File: src/rtl/axi_rd_arb_pkg.sv
// Shared constants and helpers for the AXI read arbiter.
// Latency: none (package only).
// Backpressure: not applicable.
package axi_rd_arb_pkg;

  localparam logic [1:0] AXI_BURST_INCR = 2'b01;
  localparam logic [7:0] AXI_LEN_SINGLE = 8'd0;

  // Ceiling log2, usable in constant expressions; clog2(1) = 0.
  function automatic int clog2(input int value);
    int r;
    r = 0;
    for (int i = 0; i < 31; i++) begin
      if ((1 << i) < value) r = i + 1;
    end
    return r;
  endfunction

endpackage

File: src/rtl/axi_rd_arb_route_fifo.sv
// Route FIFO holding the requester index of every in-flight AR, oldest at head.
// Latency: a pushed entry is visible at the head the cycle after the push.
// Backpressure: none internally; the caller must not push when count_o == DEPTH.
module rr_route_fifo
  import axi_rd_arb_pkg::*;
#(
  parameter int W     = 2,
  parameter int DEPTH = 16
) (
  input  logic                   clk,
  input  logic                   rst,
  input  logic                   push_i,
  input  logic [W-1:0]           push_dat_i,
  input  logic                   pop_i,
  output logic [W-1:0]           head_o,
  output logic [clog2(DEPTH):0]  count_o,
  output logic                   empty_o
);

  localparam int PTR_W = clog2(DEPTH);

  logic [W-1:0]     mem_q [DEPTH];
  logic [PTR_W-1:0] wr_ptr_q, wr_ptr_d;
  logic [PTR_W-1:0] rd_ptr_q, rd_ptr_d;
  logic [PTR_W:0]   count_q, count_d;

  // Pointers wrap naturally; count only moves when exactly one of push/pop fires.
  always_comb begin
    wr_ptr_d = wr_ptr_q;
    rd_ptr_d = rd_ptr_q;
    count_d  = count_q;
    if (push_i) wr_ptr_d = wr_ptr_q + 1'b1;
    if (pop_i)  rd_ptr_d = rd_ptr_q + 1'b1;
    if (push_i && !pop_i) count_d = count_q + 1'b1;
    if (pop_i && !push_i) count_d = count_q - 1'b1;
  end

  // State and storage registers, all cleared by reset so in-flight routes are dropped.
  always_ff @(posedge clk or posedge rst) begin
    if (rst) begin
      wr_ptr_q <= '0;
      rd_ptr_q <= '0;
      count_q  <= '0;
      for (int i = 0; i < DEPTH; i++) mem_q[i] <= '0;
    end else begin
      wr_ptr_q <= wr_ptr_d;
      rd_ptr_q <= rd_ptr_d;
      count_q  <= count_d;
      if (push_i) mem_q[wr_ptr_q] <= push_dat_i;
    end
  end

  assign head_o  = mem_q[rd_ptr_q];
  assign count_o = count_q;
  assign empty_o = (count_q == '0);

endmodule

File: src/rtl/axi_rd_arb.sv
// Round-robin AR arbiter for NUM_REQ requesters onto one single-beat AXI read port, R beats routed back in order.
// Latency: AR 1 cycle (registered slot), R 0 cycles (combinational steer by route FIFO head).
// Backpressure: AR accepted only if the slot frees this cycle and fewer than MAX_OUTSTANDING are in flight; R stalls on the head requester's rready.
// Option: define AXI_RD_ARB_STRICT_PRIO_EN for fixed priority (lowest index wins).
module axi_rd_arb
  import axi_rd_arb_pkg::*;
#(
  parameter int NUM_REQ         = 4,
  parameter int ADDR_WIDTH      = 48,
  parameter int DATA_WIDTH      = 32,
  parameter int MAX_OUTSTANDING = 16
) (
  input  logic                          clk,
  input  logic                          rst,
  input  logic [NUM_REQ-1:0]            s_axi_arvalid,
  input  logic [NUM_REQ*ADDR_WIDTH-1:0] s_axi_araddr,
  output logic [NUM_REQ-1:0]            s_axi_arready,
  output logic [NUM_REQ-1:0]            s_axi_rvalid,
  output logic [DATA_WIDTH-1:0]         s_axi_rdata,
  output logic [NUM_REQ-1:0]            s_axi_rlast,
  input  logic [NUM_REQ-1:0]            s_axi_rready,
  output logic                          m_axi_arvalid,
  output logic [ADDR_WIDTH-1:0]         m_axi_araddr,
  output logic [7:0]                    m_axi_arlen,
  output logic [2:0]                    m_axi_arsize,
  output logic [1:0]                    m_axi_arburst,
  input  logic                          m_axi_arready,
  input  logic                          m_axi_rvalid,
  input  logic [DATA_WIDTH-1:0]         m_axi_rdata,
  output logic                          m_axi_rready
);

  localparam int IDX_W = clog2(NUM_REQ);
  localparam int CNT_W = clog2(MAX_OUTSTANDING) + 1;

  logic                  arvalid_q, arvalid_d;
  logic [ADDR_WIDTH-1:0] araddr_q, araddr_d;
  logic [IDX_W-1:0]      grant_idx;
  logic                  grant_vld;
  logic                  slot_free, full, accept, pop, empty;
  logic [IDX_W-1:0]      head;
  logic [CNT_W-1:0]      count;

`ifdef AXI_RD_ARB_STRICT_PRIO_EN
  // Fixed priority: scan from the top so the lowest valid index is the last one written.
  always_comb begin
    grant_idx = '0;
    grant_vld = 1'b0;
    for (int i = NUM_REQ - 1; i >= 0; i--) begin
      if (s_axi_arvalid[i]) begin
        grant_idx = IDX_W'(i);
        grant_vld = 1'b1;
      end
    end
  end
`else
  logic [IDX_W-1:0] last_q, last_d;
  logic [IDX_W-1:0] cand;

  // Round-robin: first valid requester found walking up from last_grant+1 with wrap.
  always_comb begin
    grant_idx = '0;
    grant_vld = 1'b0;
    cand      = '0;
    for (int i = 0; i < NUM_REQ; i++) begin
      cand = IDX_W'((int'(last_q) + 1 + i) % NUM_REQ);
      if (!grant_vld && s_axi_arvalid[cand]) begin
        grant_idx = cand;
        grant_vld = 1'b1;
      end
    end
  end

  // last_grant moves only on accept so a stalled winner keeps its turn.
  always_comb begin
    last_d = last_q;
    if (accept) last_d = grant_idx;
  end

  // Reset to the top index so requester 0 is first in line.
  always_ff @(posedge clk or posedge rst) begin
    if (rst) last_q <= IDX_W'(NUM_REQ - 1);
    else     last_q <= last_d;
  end
`endif

  // Full uses the registered count only; a same-cycle pop does not open a slot.
  assign slot_free = ~arvalid_q | m_axi_arready;
  assign full      = (count == CNT_W'(MAX_OUTSTANDING));
  assign accept    = grant_vld & slot_free & ~full;

  // Steer the accept onto the winner's arready.
  always_comb begin
    s_axi_arready = '0;
    if (accept) s_axi_arready[grant_idx] = 1'b1;
  end

  // Output slot: load on accept, otherwise drain when downstream takes it.
  always_comb begin
    arvalid_d = arvalid_q;
    araddr_d  = araddr_q;
    if (accept) begin
      arvalid_d = 1'b1;
      araddr_d  = s_axi_araddr[grant_idx*ADDR_WIDTH +: ADDR_WIDTH];
    end else if (m_axi_arready) begin
      arvalid_d = 1'b0;
    end
  end

  // Slot registers.
  always_ff @(posedge clk or posedge rst) begin
    if (rst) begin
      arvalid_q <= 1'b0;
      araddr_q  <= '0;
    end else begin
      arvalid_q <= arvalid_d;
      araddr_q  <= araddr_d;
    end
  end

  rr_route_fifo #(
    .W     (IDX_W),
    .DEPTH (MAX_OUTSTANDING)
  ) u_route_fifo (
    .clk        (clk),
    .rst        (rst),
    .push_i     (accept),
    .push_dat_i (grant_idx),
    .pop_i      (pop),
    .head_o     (head),
    .count_o    (count),
    .empty_o    (empty)
  );

  // rready must not look at rvalid: downstream gates its rvalid with our rready.
  assign m_axi_rready = ~empty & s_axi_rready[head];
  assign pop          = m_axi_rvalid & m_axi_rready;

  // Beat is shown only to the head requester; nothing is shown with no route.
  always_comb begin
    s_axi_rvalid = '0;
    if (!empty && m_axi_rvalid) s_axi_rvalid[head] = 1'b1;
  end

  assign s_axi_rlast   = s_axi_rvalid;
  assign s_axi_rdata   = m_axi_rdata;
  assign m_axi_arvalid = arvalid_q;
  assign m_axi_araddr  = araddr_q;
  assign m_axi_arlen   = AXI_LEN_SINGLE;
  assign m_axi_arsize  = 3'(clog2(DATA_WIDTH / 8));
  assign m_axi_arburst = AXI_BURST_INCR;

endmodule

File: config.mk
export PLATFORM = sky130hd
export DESIGN_NAME = axi_rd_arb
export DESIGN_NICKNAME = d
export VERILOG_FILES = /design/src/rtl/axi_rd_arb_pkg.sv /design/src/rtl/axi_rd_arb_route_fifo.sv /design/src/rtl/axi_rd_arb.sv
export SDC_FILE = /design/constraint.sdc
export NUM_CORES = 1
export LEC_CHECK = 0
export ABC_AREA = 1
export BUFFER_PORTS_ARGS = -buffer_cell sky130_fd_sc_hd__buf_2
export CORE_AREA = 2 2 133 135
export CTS_CLUSTER_DIAMETER = 100
export CTS_CLUSTER_SIZE = 16
export DETAILED_ROUTE_END_ITERATION = 10
export DIE_AREA = 0 0 135 137
export GPL_ROUTABILITY_DRIVEN = 0
export GPL_TIMING_DRIVEN = 0
export PLACE_DENSITY_LB_ADDON = 0.25
export SLEW_MARGIN = 40
export SYNTH_ARGS = -nofsm -noshare
export SYNTH_HDL_FRONTEND = slang
export SYNTH_SLANG_ARGS = --single-unit
File: constraint.sdc
create_clock -name clk -period 3.7 [get_ports clk]
set_clock_uncertainty 0.05 [all_clocks]
set_input_delay 0.185 -clock clk [delete_from_list [all_inputs] [get_ports clk]]
set_output_delay 0.185 -clock clk [all_outputs]
set_load 0.02 [all_outputs]
Word-level counts from Yosys, hierarchy flattened
Index checks and enable logic that the tools add are counted.
{"block": "op_classes", "add_sub_neg": 8, "mul": 1, "magnitude_cmp": 11, "n_eq_ne": 1, "n_shift": 1, "muxes": 34, "bitwise_logic": 10, "reduce_logical": 18}
{"cell": "$shiftx 192x9->48", "n": 1}
{"cell": "$bwmux 32", "n": 1}
{"cell": "$lt 2x3->1 const B", "n": 6}
{"cell": "$mux 2", "n": 7}
{"cell": "$mux 1", "n": 13}
{"cell": "$bmux 1 s2", "n": 5}
{"cell": "$ge 5x5->1 const B", "n": 2}
{"cell": "$mux 5", "n": 2}
{"cell": "$not 4->5", "n": 2}
{"cell": "$logic_and 1x1->1", "n": 9}
{"cell": "$add 4x1->4 const B", "n": 2}
{"cell": "$bmux 2 s4", "n": 1}
{"cell": "$demux 2 s4", "n": 1}
{"cell": "$mux 4", "n": 2}
{"cell": "$add 2x2->2 const B", "n": 3}
{"cell": "$logic_not 1->1", "n": 6}
{"cell": "$add 5x1->5 const B", "n": 1}
{"cell": "$eq 5x5->1 const B", "n": 1}
{"cell": "$logic_not 5->1", "n": 1}
{"cell": "$lt 5x1->1 const B", "n": 1}
{"cell": "$sub 5x1->5 const B", "n": 1}
{"cell": "$and 1x1->1", "n": 4}
{"cell": "$demux 1 s2", "n": 2}
{"cell": "$ge 2x1->1 const B", "n": 2}
{"cell": "5 further kinds", "n": 8}
{"block": "word_totals", "regBits": 96, "output_inout_bits": 107, "word_cells": 106}

Logic depth before layout (Yosys ltp)
{"block": "depth", "depth_word": 18, "ltp_mapped": 22, "depth_no_buf": 21}

Hierarchy
A second synthesis with hierarchy kept.
{"block": "hier_totals", "hier_cells": 1125, "area_unflattened_um2": 7135.6}
{"module": "axi_rd_arb", "instances": 1, "cells_each": 837, "area_each_um2": 4827.1}
{"module": "rr_route_fifo", "instances": 1, "cells_each": 288, "area_each_um2": 2308.5}

Worst setup path before layout
OpenSTA, ideal clock, no wires.
{"block": "synth_path", "kind": "register -> register", "startpoint": "reg last_q[1]", "endpoint": "reg u_route_fifo.count_q[4] (netlist: u_route_fifo.count_o[4])", "setup_time_ns": 0.079, "arrival_time_ns": 2.781, "required_time_ns": 3.571, "path_slack_ns": 0.790, "path_stages_with_launch": 20, "path_buffers": 2, "cell_sequence": "dfstp_2 -> buf_4 -> inv_2 -> nand2_1 -> nand2_1 -> nand2_1 -> nand2_2 -> nor2_8 -> nand3b_1 -> nand3_2 -> clkbuf_1 -> ha_1 -> inv_1 -> fa_1 -> nor2_1 -> a211oi_1 -> nand2_1 -> nand2_1 -> nor2_1 -> xor2_1"}
{"block": "synth_via", "elab_chain_cells": 18, "word_cells_on_any_way": 29, "classes_between": "4 x add/sub; 13 x mux; 2 x bitwise; 10 x reduce/logical"}
{"item": "from (decl)", "line_no": "axi_rd_arb.sv:57", "rtl": "logic [IDX_W-1:0] last_q, last_d;"}
{"item": "from (signal assigned)", "line_no": "axi_rd_arb.sv:82", "rtl": "if (rst) last_q <= IDX_W'(NUM_REQ - 1);"}
{"item": "from (signal assigned)", "line_no": "axi_rd_arb.sv:83", "rtl": "else last_q <= last_d;"}
{"item": "$add 2x1->2 *", "line_no": "axi_rd_arb.sv:66", "rtl": "cand = IDX_W'((int'(last_q) + 1 + i) % NUM_REQ);"}
{"item": "branches (longest 11 deep; another with $add 2x2->2)"}
{"item": "$mux 1 *", "line_no": "axi_rd_arb.sv:67", "rtl": "if (!grant_vld && s_axi_arvalid[cand]) begin"}
{"item": "$and 1x1->1 * (2 in a row)", "line_no": "axi_rd_arb.sv:90", "rtl": "assign accept = grant_vld & slot_free & ~full;"}
{"item": "$logic_not 1->1", "line_no": "axi_rd_arb_route_fifo.sv:35", "rtl": "if (pop_i && !push_i) count_d = count_q - 1'b1;"}
{"item": "$logic_and 1x1->1", "line_no": "axi_rd_arb_route_fifo.sv:35"}
{"item": "$mux 5 or $reduce_bool 2->1 (tied branches)"}
{"item": "to (signal assigned)", "line_no": "axi_rd_arb_route_fifo.sv:48", "rtl": "count_q <= count_d;"}
{"item": "to (decl)", "line_no": "axi_rd_arb_route_fifo.sv:25", "rtl": "logic [PTR_W:0] count_q, count_d;"}
Every way passes the cells marked *. The select of a mux whose other input is x is not followed.
A chain may end at the register's enable or synchronous reset.

Worst setup path after layout
{"block": "layout_path", "startpoint": "reg u_route_fifo.rd_ptr_q[0]", "endpoint": "reg u_route_fifo.count_q[4] (netlist: u_route_fifo.count_o[4])"}
{"block": "layout_via", "elab_chain_cells": 11, "word_cells_on_any_way": 13, "classes_between": "6 x mux; 3 x bitwise; 4 x reduce/logical"}
{"item": "from (decl)", "line_no": "axi_rd_arb_route_fifo.sv:24", "rtl": "logic [PTR_W-1:0] rd_ptr_q, rd_ptr_d;"}
{"item": "from (signal assigned)", "line_no": "axi_rd_arb_route_fifo.sv:47", "rtl": "rd_ptr_q <= rd_ptr_d;"}
{"item": "$not 4->5 (not written as such) *", "line_no": "axi_rd_arb_route_fifo.sv:53", "rtl": "assign head_o = mem_q[rd_ptr_q];"}
{"item": "$bmux 2 s4 *", "line_no": "axi_rd_arb_route_fifo.sv:53"}
{"item": "$mux 2 (not written as such) * (2 in a row)", "line_no": "axi_rd_arb_route_fifo.sv:53"}
{"item": "$bmux 1 s2 *", "line_no": "axi_rd_arb.sv:136", "rtl": "assign m_axi_rready = ~empty & s_axi_rready[head];"}
{"item": "$mux 1 (not written as such) *", "line_no": "axi_rd_arb.sv:136"}
{"item": "$and 1x1->1 *", "line_no": "axi_rd_arb.sv:136"}
{"item": "$and 1x1->1 *", "line_no": "axi_rd_arb.sv:137", "rtl": "assign pop = m_axi_rvalid & m_axi_rready;"}
{"item": "$logic_not 1->1", "line_no": "axi_rd_arb_route_fifo.sv:34", "rtl": "if (push_i && !pop_i) count_d = count_q + 1'b1;"}
{"item": "$logic_and 1x1->1", "line_no": "axi_rd_arb_route_fifo.sv:34"}
{"item": "$reduce_bool 2->1 (no source line)"}
Every way passes the cells marked *; elsewhere a longest branch is shown, timed or not. The select of a mux whose other input is x is not followed.

==> results.sh <==
export IMPL_max_stage_delay_ns=0.41
export IMPL_synthesis_area_sq_mm=0.00707
export IMPL_instances_no_fill=1686
export IMPL_crit_chain="buf_4 -> buf_4 -> o211ai_1 -> nand3_1 -> nand2_1 -> nand2_1 -> buf_2 -> nand2_1 -> o21ai_0 -> nand2_1 -> nand4_1 -> inv_1 -> ha_1 -> inv_1 -> fa_1 -> nor2_1 -> a211oi_1 -> nand2_1 -> nand2_1 -> nor2_1 -> xor2_1"
export IMPL_routedWlPerCell_microns=14.4
export IMPL_synth_async_sr_flop_share_pct=100
export IMPL_tightest_slew_ns=0.571
export IMPL_final_antenna_net_count=0
export IMPL_crit_family="simple AND/OR/NAND/NOR gates"
export IMPL_vias=8042
export IMPL_critPathArrivalTime_ns=3.54
export IMPL_yosys_most_used_dff="dfrtp_1"
export IMPL_rows=48
export IMPL_setup_tns_ns=0
export IMPL_yosys_warnings=0
export IMPL_crit_type="reg2reg"
export IMPL_gr_total_overflow=0
export IMPL_cts_tree="done"
export IMPL_fmax_mhz=301
export IMPL_synth_area_top_cells="dfrtp_1 33%, nand2_1 33%, nand3_1 8.7%, buf_4 6.2%, o21ai_0 2.4%"
export IMPL_critPathLaunchType="flip-flop"
export IMPL_die_x_microns=135
export IMPL_clock_path_buffers=2
export IMPL_syn_area_per_cell_sq_um=6.26
export IMPL_antenna_found_initial=6
export IMPL_yosys_area_top_type="dfrtp_1"
export IMPL_synth_compound_area_share_pct=3.64
export IMPL_seqPwrFrac_pct=18.3
export IMPL_rsz0062_at_grt="false"
export IMPL_initial_utilization_pct=41.5
export IMPL_dr_first_iter_drc_count=421
export IMPL_period_share_pct=89.9
export IMPL_synth_most_common_cell="nand2_1"
export IMPL_status="finished clean"
export IMPL_fin_nets=1698
export IMPL_totalWireLength_mm=24.3
export IMPL_leakagePower_uw=0.00560
export IMPL_cts_sinks=96
export IMPL_yosysSeqAreaShare_pct=34.0
export IMPL_drv_slew=0
export IMPL_cts_buffers=9
export IMPL_busiest_layer="met2"
export IMPL_grt_util_met3_pct=5.26
export IMPL_die_h_microns=137
export IMPL_synth_xor_area_share_pct=0.991
export IMPL_dp_hpwl_mm=19.1
export IMPL_io_pins=343
export IMPL_finalCriticalPeriod_ns=3.33
export IMPL_synthSimpleGateAreaFrac_pct=47.1
export IMPL_track_usage_pct=25.6
export IMPL_portBuffers=297
export IMPL_ys_seq_elements=96
export IMPL_p_comb_share_pct=72.7
export IMPL_via_per_inst=4.77
export IMPL_grt_start_max_net_pins=78
export IMPL_synth_commonest_cells="617 x nand2_1, 123 x nand3_1, 94 x dfrtp_1"
export IMPL_worst_setup_path_end_kind="flip-flop"
export IMPL_grt_pass1_vias=7328
export IMPL_clkPwrFrac_pct=9.0
export IMPL_internal_power_uw=4640
export IMPL_drtPass1Iterations=5
export IMPL_use_met1_pct=31.3
export IMPL_synthMuxAreaShare_pct=0
export IMPL_post_route_cell_area_sq_mm=0.00925
export IMPL_crit_top_cell="nand2_1"
export IMPL_cp_slowest_cell="fa_1"
export IMPL_synth_fa_ha_area_share_pct=1.88
export IMPL_cap_violations=0
export IMPL_fillers=1801
export IMPL_cp_max_fo=10
export IMPL_grt_pass1_wl_mm=37.2
export IMPL_placed_cell_area_sq_mm=0.00892
export IMPL_hold_class="in2reg"
export IMPL_synthCells=1130
export IMPL_power_density_mw_per_mm2=1130
export IMPL_ir_drop_v=0.000525
export IMPL_max_slew_margin_pct=61.9
export IMPL_cp_required_ns=3.92
export IMPL_synth_top_area_share_pct=33.3
export IMPL_total_power_uw=10400
export IMPL_timing_hold_ws_ns=0.0971
export IMPL_synth_top_family_by_area="simple AND/OR/NAND/NOR gates"
export IMPL_die_area_sq_mm=0.0185
export IMPL_path_clk_slew_ns=0.06
export IMPL_synth_edf_count=0
export IMPL_setup_viol=0
export IMPL_clk_latency_ns=0.35
export IMPL_route_detailed_drc=0
export IMPL_p_sw_uw=5800
export IMPL_coreArea_sq_mm=0.0171
export IMPL_cts_htree_levels=3
export IMPL_area_delta_synth_final_pct=30.8
export IMPL_drive_above_1_share_pct=29.5
export IMPL_cp_buffers_inverters=5
export IMPL_cts_root_buf="clkbuf_16"
export IMPL_synth_distinct_cells=36
export IMPL_dp_cells=1664
export IMPL_hold_viol=0
export IMPL_switching_share_pct=55.6
export IMPL_grtUsageMet2_pct=45.5
final cells by class:
type | count | area (sq um) | share of cell area (%)
Multi-Input combinational cell | 890 | 3840 | 41.6
Inverter | 41 | 161 | 1.75
Sequential cell | 96 | 2410 | 26.0
Clock buffer | 13 | 250 | 2.71
Tap cell | 225 | 282 | 3.04
Buffer | 113 | 713 | 7.71
Antenna cell | 4 | 10.0 | 0.108
Clock inverter | 3 | 42.5 | 0.460
Timing Repair Buffer | 301 | 1540 | 16.6
worst paths after layout:
path / start / depth (start not counted) / slack (ns) / to
setup / recovery: u_route_fifo.rd_ptr_q[0] / 21 / 0.37 / u_route_fifo.count_o[4]
hold / removal: m_axi_rvalid / 3 / 0.1 / u_route_fifo.rd_ptr_q[0]
setup reg to reg: u_route_fifo.rd_ptr_q[0] / 21 / 0.37 / u_route_fifo.count_o[4]
hold reg to reg: m_axi_araddr[36] / 2 / 0.43 / m_axi_araddr[36]
max in group asynchronous: rst / 4 / 2.70 / last_q[1]
min in group asynchronous: rst / 3 / 0.26 / m_axi_araddr[0]
repair_timing:
| item | in CTS | in global routing |
|---|---|---|
| endpoints found under the setup margin | 0 | 1 |
| hold buffers | 1 | 0 |
| endpoints found under the hold margin | 19 | 0 |
| buffers inserted | 0 | 2 |
| gates resized for setup | 0 | 3 |
state kept, by name (all words and copies together), names as in the netlist:
signal	flops
u_route_fifo.count_o	5
m_axi_arvalid	1
u_route_fifo.wr_ptr_q	4
u_route_fifo.rd_ptr_q	4
u_route_fifo.mem_q	32
last_q	2
m_axi_araddr	48
power by group through the flow:
| stage | clock network, uW | logic, uW | registers, uW |
|---|---|---|---|
| 5_1_grt | 990 | 8610 | 1970 |
| 6_report | 944 | 7590 | 1910 |
| 4_1_cts | 949 | 7600 | 1900 |
| 2_1_floorplan | 0 | 5230 | 2150 |
| 3_5_place_dp | 0 | 7590 | 1900 |
| 3_3_place_gp | 0 | 7440 | 1900 |
logic make-up (layout without fill, tap and decap cells):
logic type	Yosys count	after routing
AND/OR/NAND/NOR	810	810
AO/OA/AOI/OAI	49	49
other	2	17
adder cells (fa/ha/maj)	10	10
flip-flops	96	96
XOR/XNOR	8	8
buffers and inverters	155	471
metal layers:
metal | share of wire, % | up-vias
met5 | 0.054 | -
met4 | 2.3 | 2
met3 | 6.6 | 37
met2 | 50 | 264
met1 | 41 | 3611
li1 | - | 4128
stage by stage:
stage | setup WS (ns) | util [%]
final | 0.373 | 54.2
after global routing | 0.0565 | 54.2
after CTS | 0.248 | 54.0
after detailed placement | 0.263 | 52.3
after global placement | -0.273 | 52.1
after floorplan | 0.790 | -
cell usage in the layout (no fill, tap or decap), types with 14 or more instances in the layout:
| master | count |
|---|---|
| nand2_1 | 617 |
| dfrtp_1 | 93 |
| nand4_1 | 20 |
| buf_4 | 60 |
| nand3_1 | 123 |
| o21ai_0 | 34 |
| buf_2 | 327 |
| clkbuf_1 | 14 |
| nor2_1 | 27 |
| inv_1 | 33 |
worst reg2reg max path, cell delays in order (launching register included):
cell	delay, ns
dfrtp_1	0.39
buf_4	0.18
buf_4	0.18
o211ai_1	0.19
nand3_1	0.12
nand2_1	0.11
nand2_1	0.07
buf_2	0.17
nand2_1	0.07
o21ai_0	0.07
nand2_1	0.06
nand4_1	0.17
inv_1	0.13
ha_1	0.23
inv_1	0.11
fa_1	0.41
nor2_1	0.12
a211oi_1	0.06
nand2_1	0.06
nand2_1	0.04
nor2_1	0.10
xor2_1	0.15
(Power assumes the default switching activity.)
